File: src/rtl/uart_fifo_core_pkg.sv
// rtl/uart_fifo_core_pkg.sv - shared constants, FSM state types and sizing helper for the UART core
package uart_fifo_core_pkg;

    localparam int DATA_BITS = 8;

    typedef enum logic [1:0] {RX_IDLE, RX_START, RX_DATA, RX_STOP} rx_state_t;
    typedef enum logic [1:0] {TX_IDLE, TX_START, TX_DATA, TX_STOP} tx_state_t;

    function automatic int ptr_width(input int depth);
        return (depth > 1) ? $clog2(depth) : 1;
    endfunction

endpackage

File: src/rtl/uart_fifo_core_byte_fifo.sv
// rtl/uart_fifo_core_byte_fifo.sv - first-word fall-through byte queue with occupancy counter
module byte_fifo
    import uart_fifo_core_pkg::*;
#(
    parameter int DEPTH = 16
) (
    input  logic                 clk,
    input  logic                 rst,
    input  logic                 push,
    input  logic [DATA_BITS-1:0] wdata,
    input  logic                 pop,
    output logic [DATA_BITS-1:0] rdata,
    output logic                 empty,
    output logic                 full
);
    localparam int PW = ptr_width(DEPTH);
    localparam logic [PW:0] FULL_COUNT = (PW + 1)'(DEPTH);

    logic [DATA_BITS-1:0] mem [DEPTH];
    logic [PW-1:0]        wr_ptr;
    logic [PW-1:0]        rd_ptr;
    logic [PW:0]          count;
    logic                 do_push;
    logic                 do_pop;

    assign empty   = (count == '0);
    assign full    = (count == FULL_COUNT);
    assign do_pop  = pop && !empty;
    // A simultaneous pop frees the slot the push needs, so a full queue still accepts it.
    assign do_push = push && (!full || do_pop);
    assign rdata   = empty ? '0 : mem[rd_ptr];

    always_ff @(posedge clk or negedge rst) begin
        if (!rst) begin
            wr_ptr <= '0;
            rd_ptr <= '0;
            count  <= '0;
        end else begin
            if (do_push) wr_ptr <= wr_ptr + PW'(1);
            if (do_pop)  rd_ptr <= rd_ptr + PW'(1);
            case ({do_push, do_pop})
                2'b10:   count <= count + (PW + 1)'(1);
                2'b01:   count <= count - (PW + 1)'(1);
                default: count <= count;
            endcase
        end
    end

    always_ff @(posedge clk) begin
        if (do_push) mem[wr_ptr] <= wdata;
    end

endmodule

File: src/rtl/uart_fifo_core.sv
// rtl/uart_fifo_core.sv - buffered 8N1 UART: RX synchroniser and deserialiser, TX serialiser, two byte queues
module uart_fifo_core
    import uart_fifo_core_pkg::*;
#(
    parameter int CLK_HZ = 100_000_000,
    parameter int BAUD   = 115200,
    parameter int QDEPTH = 16
) (
    input  logic                 clk,
    input  logic                 rst,
    input  logic                 rx,
    output logic                 tx,
    input  logic                 tx_we,
    input  logic [DATA_BITS-1:0] tx_wdata,
    output logic                 tx_full,
    input  logic                 rx_re,
    output logic [DATA_BITS-1:0] rx_rdata,
    output logic                 rx_ready,
    output logic                 rx_full,
    output logic                 busy
);
    localparam int CPB = CLK_HZ / BAUD;
    localparam int CW  = $clog2(CPB);
    localparam logic [CW-1:0] BIT_LAST  = CW'(CPB - 1);
    localparam logic [CW-1:0] HALF_LAST = CW'(CPB / 2 - 1);
    localparam logic [2:0]    LAST_BIT  = 3'(DATA_BITS - 1);

    logic [1:0] rx_sync;
    logic       rx_s;
    logic       rx_prev;

    always_ff @(posedge clk or negedge rst) begin
        if (!rst) begin
            rx_sync <= 2'b11;
            rx_prev <= 1'b1;
        end else begin
            rx_sync <= {rx_sync[0], rx};
            rx_prev <= rx_s;
        end
    end
    assign rx_s = rx_sync[1];

    rx_state_t            rx_state, rx_state_d;
    logic [CW-1:0]        rx_cnt, rx_cnt_d;
    logic [2:0]           rx_bit, rx_bit_d;
    logic [DATA_BITS-1:0] rx_shift, rx_shift_d;
    logic                 rx_push, rx_push_d;
    logic                 rx_empty;

    always_ff @(posedge clk or negedge rst) begin
        if (!rst) begin
            rx_state <= RX_IDLE;
            rx_cnt   <= '0;
            rx_bit   <= '0;
            rx_shift <= '0;
            rx_push  <= 1'b0;
        end else begin
            rx_state <= rx_state_d;
            rx_cnt   <= rx_cnt_d;
            rx_bit   <= rx_bit_d;
            rx_shift <= rx_shift_d;
            rx_push  <= rx_push_d;
        end
    end

    always_comb begin
        rx_state_d = rx_state;
        rx_cnt_d   = rx_cnt + CW'(1);
        rx_bit_d   = rx_bit;
        rx_shift_d = rx_shift;
        rx_push_d  = 1'b0;
        case (rx_state)
            RX_IDLE: begin
                rx_cnt_d = '0;
                if (rx_prev && !rx_s) rx_state_d = RX_START;
            end
            RX_START: begin
                if (rx_cnt == HALF_LAST) begin
                    rx_cnt_d   = '0;
                    rx_bit_d   = '0;
                    rx_state_d = rx_s ? RX_IDLE : RX_DATA;
                end
            end
            RX_DATA: begin
                if (rx_cnt == BIT_LAST) begin
                    rx_cnt_d   = '0;
                    rx_shift_d = {rx_s, rx_shift[DATA_BITS-1:1]};
                    rx_bit_d   = rx_bit + 3'd1;
                    if (rx_bit == LAST_BIT) rx_state_d = RX_STOP;
                end
            end
            RX_STOP: begin
                // A low stop bit is a framing error: the byte is simply not queued.
                if (rx_cnt == BIT_LAST) begin
                    rx_push_d  = rx_s;
                    rx_state_d = RX_IDLE;
                end
            end
            default: rx_state_d = RX_IDLE;
        endcase
    end

    byte_fifo #(.DEPTH(QDEPTH)) u_rx_fifo (
        .clk   (clk),
        .rst   (rst),
        .push  (rx_push),
        .wdata (rx_shift),
        .pop   (rx_re),
        .rdata (rx_rdata),
        .empty (rx_empty),
        .full  (rx_full)
    );
    assign rx_ready = !rx_empty;

    tx_state_t            tx_state, tx_state_d;
    logic [CW-1:0]        tx_cnt, tx_cnt_d;
    logic [2:0]           tx_bit, tx_bit_d;
    logic [DATA_BITS-1:0] tx_shift, tx_shift_d;
    logic                 tx_d;
    logic                 tx_pop;
    logic                 tx_empty;
    logic [DATA_BITS-1:0] tx_head;

    always_ff @(posedge clk or negedge rst) begin
        if (!rst) begin
            tx_state <= TX_IDLE;
            tx_cnt   <= '0;
            tx_bit   <= '0;
            tx_shift <= '0;
            tx       <= 1'b1;
        end else begin
            tx_state <= tx_state_d;
            tx_cnt   <= tx_cnt_d;
            tx_bit   <= tx_bit_d;
            tx_shift <= tx_shift_d;
            tx       <= tx_d;
        end
    end

    always_comb begin
        tx_state_d = tx_state;
        tx_cnt_d   = tx_cnt + CW'(1);
        tx_bit_d   = tx_bit;
        tx_shift_d = tx_shift;
        tx_d       = tx;
        tx_pop     = 1'b0;
        case (tx_state)
            TX_IDLE: begin
                tx_cnt_d = '0;
                tx_d     = 1'b1;
                if (!tx_empty) begin
                    tx_pop     = 1'b1;
                    tx_shift_d = tx_head;
                    tx_d       = 1'b0;
                    tx_state_d = TX_START;
                end
            end
            TX_START: begin
                if (tx_cnt == BIT_LAST) begin
                    tx_cnt_d   = '0;
                    tx_bit_d   = '0;
                    tx_d       = tx_shift[0];
                    tx_state_d = TX_DATA;
                end
            end
            TX_DATA: begin
                if (tx_cnt == BIT_LAST) begin
                    tx_cnt_d = '0;
                    if (tx_bit == LAST_BIT) begin
                        tx_d       = 1'b1;
                        tx_state_d = TX_STOP;
                    end else begin
                        tx_bit_d   = tx_bit + 3'd1;
                        tx_d       = tx_shift[1];
                        tx_shift_d = {1'b1, tx_shift[DATA_BITS-1:1]};
                    end
                end
            end
            TX_STOP: begin
                // Chain straight into the next start bit so queued frames leave with no idle gap.
                if (tx_cnt == BIT_LAST) begin
                    tx_cnt_d = '0;
                    if (!tx_empty) begin
                        tx_pop     = 1'b1;
                        tx_shift_d = tx_head;
                        tx_d       = 1'b0;
                        tx_state_d = TX_START;
                    end else begin
                        tx_state_d = TX_IDLE;
                    end
                end
            end
            default: tx_state_d = TX_IDLE;
        endcase
    end

    byte_fifo #(.DEPTH(QDEPTH)) u_tx_fifo (
        .clk   (clk),
        .rst   (rst),
        .push  (tx_we),
        .wdata (tx_wdata),
        .pop   (tx_pop),
        .rdata (tx_head),
        .empty (tx_empty),
        .full  (tx_full)
    );
    assign busy = (tx_state != TX_IDLE);

endmodule

File: config.mk
export PLATFORM = sky130hd
export DESIGN_NAME = uart_fifo_core
export DESIGN_NICKNAME = d
export VERILOG_FILES = /design/src/rtl/uart_fifo_core_pkg.sv /design/src/rtl/uart_fifo_core_byte_fifo.sv /design/src/rtl/uart_fifo_core.sv
export SDC_FILE = /design/constraint.sdc
export NUM_CORES = 1
export LEC_CHECK = 0
export ABC_AREA = 1
export BUFFER_PORTS_ARGS = -buffer_cell sky130_fd_sc_hd__buf_4
export CORE_ASPECT_RATIO = 1.4
export CORE_MARGIN = 2
export CORE_UTILIZATION = 38
export CTS_BUF_LIST = sky130_fd_sc_hd__clkbuf_4 sky130_fd_sc_hd__clkbuf_8
export DETAILED_ROUTE_END_ITERATION = 10
export PLACE_DENSITY = 0.54
export SYNTH_ARGS = -nofsm -noshare
export SYNTH_HDL_FRONTEND = slang
export SYNTH_SLANG_ARGS = --single-unit
File: constraint.sdc
create_clock -name clk -period 9.1 [get_ports clk]
set_clock_uncertainty 0.1 [all_clocks]
set_input_delay 0.455 -clock clk [delete_from_list [all_inputs] [get_ports clk]]
set_output_delay 0.455 -clock clk [all_outputs]
set_load 0.05 [all_outputs]
==> metrics, run 1 <==
mapped cell area 14500 um^2; Crit Path Class register to output pin; Die ar. 39900 um^2; Leak 6.70 nW; ant diodes 0; largest net degree at the start of global routing 67; gpl congestion 0.792; CP Capture Type output pin; crit path time final 3.53 ns; synth unique cells 40; Clock Tree Buf Depth 3; total global routing overflow 0; first-pass GRT wire length 53000 um; DR vias/cell 4.97; share of cells above drive strength 1 11.2%; yosys warns 0; post-CTS resize count 0; Worst slew margin 21.4%; asr flop ratio synth 23.1%; top cell type's share of synthesized area 52.9%; Worst Path Arrival 2.98 ns; TritonCTS Buffers 53; Iter 0 DRT Violations 613; initial antenna violation count 0; commonest non-fill, non-tap cell in the layout nand2_1; peak supply drop 0.167 mV; io pins 26; dpl hpwl 20800 um; endpoints failing setup 0; Max Cap Viol 0; wire per inst 17.3 um; final core utilization 43.4%; crit-path cells inv_2, nand2_1, nand3_1, nand2_1, a21oi_1, o31ai_1, a21oi_1, buf_4; Area contributors post-synth edfxtp_1 53%, dfrtp_1 13%, nand2_1 8.2%, nor2_1 4.6%, nand3_1 4.2%; worst-margin pin slew 1.18 ns; CP Launch Type register; most frequent cells in the layout 316 x nand2_1, 256 x edfxtp_1, 179 x nor2_1; final max-slew violation count 0; drt pass-1 iters 5; post-synth top area cell edfxtp_1; Area Growth Syn to Fin 12.3%; Max stage delay on crit path 0.84 ns; Die Wd 169 um; Fillers 3589; H-Tree Depth 2; Avg Synthesized Cell Area 10.6 um^2; power per standard cell area 296 nW/um^2; Buf/Inv on CP 2; FF+latch count, synth 333; critical path required time 8.55 ns; Mapped Cells 1368; DRC violations left 0; Fin. Hold Viols 0; clock latency on the worst-skew pair 0.63 ns; PortBufs 25; clock root buffer clkbuf_8; Post-synth EDFFs 256; Die Y-Extent 235 um; Site Rows 84; Achievable Freq 0.283 GHz; post-synthesis sequential area ratio 66.1%; gr usage total 16.9%; Post-Syn Nets 1414; drt total wl 33200 um; CP max FO 65; Layout Nets 1452; Final Cycle Share 38.8%; Initial Utilization 38.7%; main flop type after synthesis edfxtp_1; RSZ-0062 raised after global routing false; delay-heaviest family, CP buffers and inverters; Slowest-stage cell, CP inv_2; vias in the first global route 9827; clk sink count 333; Via Count 9561; Setup Buffers After CTS 0; core area 37600 um^2; min-delay worst type input pin to register; Final TNS setup 0 ns; ANT nets after route 0; TritonCTS clock tree built; cts hold-fix bufs 6; Reg clk slew, reported paths 0.06 ns; status finished, final reports clean
[report_power, final]
part / leakage, nW / internal (mW) / total, mW / switching, mW
registers: 3.60 / 1.78 / 1.90 / 0.125
logic: 2.48 / 0.470 / 1.57 / 1.10
clock network: 0.613 / 0.761 / 1.36 / 0.595
total: 6.70 / 3.01 / 4.83 / 1.82
[final cells by class]
class                           instances  area, um^2  share of cell area, %
Multi-Input combinational cell        889        4340                   26.5
Clock buffer                           84        1000                   6.12
Timing Repair Buffer                   37         293                   1.79
Clock inverter                         16         148                  0.904
Sequential cell                       333        9620                   58.9
Inverter                               92         345                   2.11
Tap cell                              473         592                   3.62
[cells in the mapped netlist, types with 4 or more instances]
cell,count
a21oi_1,60
a31oi_1,4
buf_2,22
clkbuf_1,30
clkinv_1,5
dfrtp_1,73
dfstp_2,4
edfxtp_1,256
ha_1,31
inv_1,82
inv_2,5
nand2_1,316
nand3_1,121
nand4_1,4
nor2_1,179
nor2_2,17
nor3_1,8
o211ai_1,11
o21ai_0,78
o31ai_1,16
xor2_1,16
[cells by family (layout without fill, tap and decap cells)]
logic type,after synthesis,after routing,share of synthesized area (%)
AO/OA/AOI/OAI,177,177,6.75
XOR/XNOR,19,19,1.14
adder cells (fa/ha/maj),33,33,2.94
buffers and inverters,146,229,4.06
flip-flops,333,333,66.1
AND/OR/NAND/NOR,660,660,19.0
[final timing paths]
| path | endpoint | startpoint | slack [ns] | cells after the start |
|---|---|---|---|---|
| min | u_tx_fifo.mem[6][0] | tx_wdata[0] | 0.05 | 1 |
| max reg2reg | u_tx_fifo.count[4] | tx_cnt[0] | 5.87 | 18 |
| min in group asynchronous | u_tx_fifo.count[3] | rst | 0.17 | 2 |
| max in group asynchronous | u_rx_fifo.rd_ptr[0] | rst | 7.59 | 3 |
| max | rx_rdata[6] | u_rx_fifo.rd_ptr[0] | 5.57 | 8 |
| min reg2reg | rx_sync[1] | rx_sync[0] | 0.26 | 0 |
[metrics by stage]
step / hold slack, ns / total power [mW] / area (um^2) / std cells / setup WS (ns)
2_1_floorplan: 0.0594 / 3.07 / 14500 / 1368 / 6.00
3_3_place_gp: 0.251 / 3.51 / 15100 / 1818 / 5.94
3_5_place_dp: 0.247 / 3.53 / 15100 / 1818 / 5.85
5_1_grt: 0.0328 / 5.17 / 16300 / 1924 / 5.30
4_1_cts: 0.00287 / 4.90 / 16300 / 1924 / 5.48
6_report: 0.0549 / 4.83 / 16300 / 1924 / 5.57
[state kept, by name (all words and copies together) (netlist names), named ones only]
name and flops:
rx_bit 3, rx_cnt 10, rx_prev 1, rx_push 1
rx_shift 8, rx_state 1, rx_sync 2, tx 1
tx_bit 3, tx_cnt 10, tx_shift 8, tx_state 2
u_rx_fifo.count 5, u_rx_fifo.mem 128, u_rx_fifo.rd_ptr 4, u_rx_fifo.wr_ptr 4
u_tx_fifo.count 5, u_tx_fifo.mem 128, u_tx_fifo.rd_ptr 4, u_tx_fifo.wr_ptr 4
[metal layers]
layer | routed length, um | share of wire, % | vias up | track usage [%]
met5 | 0 | 0 | - | 0
met4 | 1050 | 3.2 | 0 | 6.58
met3 | 1360 | 4.1 | 63 | 3.06
met2 | 17600 | 53 | 185 | 30.7
met1 | 13300 | 40 | 4569 | 19.6
li1 | - | - | 4744 | -
(Power assumes the default switching activity.)
==> inputs of run 2 (changes only) <==
Settings changed: PLACE_DENSITY 0.54 to 0.56.
Clock period 9.1 ns to 3 ns, I/O delays scaled along.
==> run 2 against run 1 <==
Worst setup slack got worse by 5.4 ns; sequential power increased to 3.0 times the previous value; cell area increased by 1.9%; sequential share of layout area decreased by 1.1 points; worst hold slack got worse by 0.024 ns; highest routed layer unchanged; count of clock-buffer cells in the layout decreased by 4; utilization increased by 0.81 points.
==> metrics, run 2 (synthesis results as in run 1) <==
Die Wd 169 um; most frequent cells in the layout 316 x nand2_1, 256 x edfxtp_1, 178 x nor2_1; drt pass-1 iters 5; Site Rows 84; multi-input logic area 4350 um^2; largest net degree at the start of global routing 80; Placement Setup Slack -0.00523 ns; dpl hpwl 21200 um; TritonCTS Buffers 54; H-Tree Depth 2; endpoints failing setup 0; placed insts 1847; min-delay worst type input pin to async pin; Slowest-stage cell, CP buf_6; critical path endpoint rx_rdata[2]; ANT nets after route 0; combinational share of power 35.1%; critical path required time 2.75 ns; peak supply drop 0.474 mV; commonest non-fill, non-tap cell in the layout nand2_1; initial antenna violation count 0; Layout Nets 1494; Max stage delay on crit path 0.42 ns; RR Startpoint tx_state[0]; sequential share of power 38.9%; WHS 0.0310 ns; Die ar. 39900 um^2; Iter 0 DRT Violations 557; first-pass GRT wire length 53300 um; Fin. Hold Viols 0; Clock Tree Buf Depth 3; Max Cap Viol 0; Fillers 3573; Area Growth Syn to Fin 14.4%; total global routing overflow 0; DRC violations left 0; P_sw 5.60 mW; final max-slew violation count 0; Final TNS setup 0 ns; core area 37600 um^2; Tot Pwr 14.7 mW; crit path time final 2.82 ns; Worst Path Arrival 2.57 ns; Leak 6.87 nW; Die Y-Extent 235 um; clock power share 26.1%; Reg2Reg Setup Slack 0.24 ns; vias in the first global route 10044; drt total wl 33300 um; Reg clk slew, reported paths 0.06 ns; Achievable Freq 0.354 GHz; Via Count 9875; FF-to-FF End u_tx_fifo.count[4]; CP max FO 66; PortBufs 25; Worst slew margin 50.4%; CP Capture Type output pin; Critical Path Source u_rx_fifo.rd_ptr[0]; clk sink count 333; worst-margin pin slew 0.741 ns; Crit Path Class register to output pin; clock latency on the worst-skew pair 0.63 ns; power per standard cell area 883 nW/um^2; RSZ-0062 raised after global routing false; Final Cycle Share 94.0%; Top Registers u_rx_fifo.mem (128), u_tx_fifo.mem (128); FF/Latch Area 9620 um^2; Reg2Reg Depth 15; clock root buffer clkbuf_8; DR vias/cell 5.03; gr usage total 17.0%; switch share 38.1%; share of cells above drive strength 1 13.5%; Initial Utilization 38.7%; status finished, final reports clean; Final Non-Filler Cells 1964; gpl congestion 0.820; io pins 26; CP Launch Type register; wire per inst 17.0 um; final worst slack 0.179 ns; Int Pwr 9.09 mW; TritonCTS clock tree built; crit-path cells buf_6, nand2_1, nand3_1, nand2_1, a21oi_1, o31ai_1, a21oi_1, buf_4
[run 2: cell count changes in the layout (fill, tap and decap cells not counted), moves of 2 or more]
cell / before / now
inv_1: 81 / 79
bufinv_16: 2 / 0
clkbuf_8: 59 / 57
clkinvlp_4: 0 / 2
buf_12: 0 / 4
inv_12: 2 / 0
buf_4: 31 / 61
dlygate4sd3_1: 6 / 12
clkbuf_4: 25 / 23
clkinv_2: 4 / 7
[run 2: layout make-up]
type                    count  share of cell area, %
flip-flops and latches    333                   57.8
multi-input cells         889                   26.1
clock buffers              80                   5.75
repair buffers             78                   4.02
well taps                 473                   3.56
inverters                  92                   2.11
clock inverters            18                  0.594
diodes                      1                 0.0150
[run 2: power groups by stage]
stage,Sequential [mW],Combinational [mW],Clock [mW]
after floorplan,5.71,3.60,0
after global placement,5.78,5.07,0
after detailed placement,5.80,5.11,0
after CTS,5.71,5.15,3.95
after global routing,5.77,5.75,4.14
final,5.71,5.15,3.83
[run 2: what timing repair did]
action                                  4_1_cts  5_1_grt
gates resized for setup                       1        7
buffers inserted                              0        6
pin swaps                                     0        1
endpoints found under the hold margin       189        0
endpoints found under the setup margin        1        4
hold buffers                                 12        0
[run 2: metal layers]
layer / wire (um) / GRT usage (%) / vias to the layer above
met1: 13200 / 19.8 / 4751
li1: - / - / 4820
met5: 0 / 0 / -
met3: 1440 / 2.74 / 81
met2: 17500 / 30.8 / 223
met4: 1160 / 6.92 / 0
[run 2: worst min path at each step]
stage | start | to | slack (ns) | depth (start not counted)
finish | rst | tx_shift[2] | 0.03 | 2
global placement | rst | tx_cnt[5] | 0.15 | 1
detailed placement | rst | tx_cnt[5] | 0.15 | 1
CTS | rst | tx_shift[2] | 0.03 | 2
floorplan | rst | async pin | -0.25 | 0
global route | rst | tx_shift[2] | 0.08 | 2
[run 2: per-stage QoR]
stage	instance area, um^2	util, %
after floorplan	14500	-
after global placement	15400	40.9
after detailed placement	15400	40.9
after CTS	16600	44.1
after global routing	16600	44.2
final	16600	44.2
[run 2: worst max-delay path: cells and delay by family, from the launching register on]
family / cells / cell delay [ns]
simple gates: 3 / 0.30
flops: 1 / 0.38
buf+inv: 2 / 0.65
compound gates: 3 / 0.61
==> inputs of run 3 (changes only) <==
Settings changed: BUFFER_PORTS_ARGS -buffer_cell sky130_fd_sc_hd__buf_4 to default, DONT_BUFFER_PORTS from default to 1, PLACE_DENSITY 0.56 to 0.53.
Clock period 3 ns to 2.9 ns, I/O delays scaled along.
==> run 3 against run 2 <==
Via count fell by 3.5%; non-clock buffer count fell by 12; first-iteration DRC count rose by 5.4%; worst hold slack improved by 0.0052 ns; global-route usage fell by 0.13 points; largest power group unchanged; combinational power rose by 1%; sequential share of layout area fell by 0.069 points; wire length fell by 1.1%; power rose by 4.0%; utilization rose by 0.053 points.
==> metrics, run 3 (synthesis results as in run 1) <==
total global routing overflow 0; Via Count 9531; critical path required time 2.65 ns; commonest non-fill, non-tap cell in the layout nand2_1; RR Startpoint tx_cnt[1]; Die Wd 169 um; CP max FO 24; most frequent cells in the layout 315 x nand2_1, 256 x edfxtp_1, 178 x nor2_1; Max stage delay on crit path 0.41 ns; drt total wl 33000 um; Buf/Inv on CP 3; initial antenna violation count 3; Reg2Reg Setup Slack 0.24 ns; Leak 6.86 nW; delay-heaviest family, CP buffers and inverters; endpoints failing setup 0; Final Non-Filler Cells 1950; clock root buffer clkbuf_8; Reg2Reg Depth 18; Max Cap Viol 0; power per standard cell area 917 nW/um^2; vias in the first global route 9802; io pins 26; worst-margin pin slew 0.829 ns; Site Rows 84; WHS 0.0362 ns; FF-to-FF End u_tx_fifo.count[4]; wire per inst 16.9 um; Fillers 3537; share of cells above drive strength 1 13.0%; Slowest-stage cell, CP o31ai_1; Die ar. 39900 um^2; H-Tree Depth 2; PortBufs 0; Worst Path Arrival 2.47 ns; Max Used Layer met5; Worst path most repeated cell nor2_1; CP Launch Type register; drt pass-1 iters 7; Layout Nets 1479; gr usage total 16.8%; DR vias/cell 4.89; Final Cycle Share 93.5%; Crit Path Class register to output pin; Top Registers u_rx_fifo.mem (128), u_tx_fifo.mem (128); Final TNS setup 0 ns; routed length on met2 17200 um; clk sink count 333; crit-path cells clkinv_2, buf_12, nor2_1, nor2_1, o31ai_1, a21oi_1, buf_4; TritonCTS Buffers 51; clock latency on the worst-skew pair 0.60 ns; first-pass GRT wire length 52600 um; status finished, final reports clean; gpl congestion 0.794; placed insts 1838; peak supply drop 0.647 mV; Initial Utilization 38.7%; largest net degree at the start of global routing 78; Area Growth Syn to Fin 14.5%; CP Capture Type output pin; min-delay worst type input pin to async pin; Iter 0 DRT Violations 587; core area 37600 um^2; final max-slew violation count 0; post-route met1 wirelength 13300 um; Clock Tree Buf Depth 3; Die Y-Extent 235 um; Worst slew margin 44.5%; dpl hpwl 20900 um; Reg clk slew, reported paths 0.07 ns; ANT nets after route 0; TritonCTS clock tree built; crit path time final 2.71 ns; met3 routed WL 1240 um; DRC violations left 0; Achievable Freq 0.369 GHz; Fin. Hold Viols 0
-- run 3: how the worst max path moves through the flow --
stage / startpoint / slack, ns / depth (start not counted) / endpoint
final: u_rx_fifo.rd_ptr[0] / 0.19 / 7 / rx_rdata[3]
after global routing: tx_cnt[1] / -0.004 / 18 / u_tx_fifo.count[4]
after CTS: u_rx_fifo.rd_ptr[0] / 0.02 / 9 / rx_rdata[4]
after detailed placement: tx_cnt[1] / 0.11 / 18 / u_tx_fifo.count[4]
after global placement: tx_state[1] / 0.15 / 15 / u_tx_fifo.count[4]
after floorplan: u_rx_fifo.count[0] / 0.05 / 15 / u_rx_fifo.count[4]
-- run 3: metal layers --
metal | GRT usage [%] | vias up
li1 | - | 4798
met3 | 3.23 | 68
met4 | 6.60 | 4
met5 | 0 | -
met2 | 30.5 | 162
met1 | 19.4 | 4499
-- run 3: per-stage QoR --
stage / utilization [%] / area, um^2 / power, mW / setup WS [ns]
after floorplan: - / 14600 / 9.64 / 0.0463
after global placement: 40.8 / 15400 / 11.2 / 0.146
after detailed placement: 40.8 / 15400 / 11.2 / 0.112
after CTS: 44.2 / 16600 / 15.5 / 0.0171
after global routing: 44.3 / 16700 / 16.3 / -0.00421
final: 44.3 / 16700 / 15.3 / 0.190
-- run 3: timing repair --
| item | in CTS | in global routing |
|---|---|---|
| setup buffers | 0 | 1 |
| endpoints found under the hold margin | 221 | 0 |
| setup endpoints to repair | 0 | 4 |
| resized for setup | 0 | 7 |
| hold buffers | 14 | 0 |
-- run 3: layout make-up --
cell class | instances | area [um^2] | share of cell area (%)
Sequential cell | 333 | 9620 | 57.8
Multi-Input combinational cell | 889 | 4360 | 26.2
Clock buffer | 90 | 1060 | 6.38
Timing Repair Buffer | 66 | 623 | 3.74
Tap cell | 473 | 592 | 3.55
Inverter | 92 | 350 | 2.10
Clock inverter | 6 | 43.8 | 0.263
Antenna cell | 1 | 2.50 | 0.0150
-- run 3: where the power goes --
part | internal, mW | total [mW] | switching [mW] | leakage (nW)
clock | 2.30 | 4.11 | 1.81 | 0.596
combinational | 1.72 | 5.20 | 3.48 | 2.66
sequential | 5.59 | 5.97 | 0.390 | 3.60
total | 9.60 | 15.3 | 5.68 | 6.86
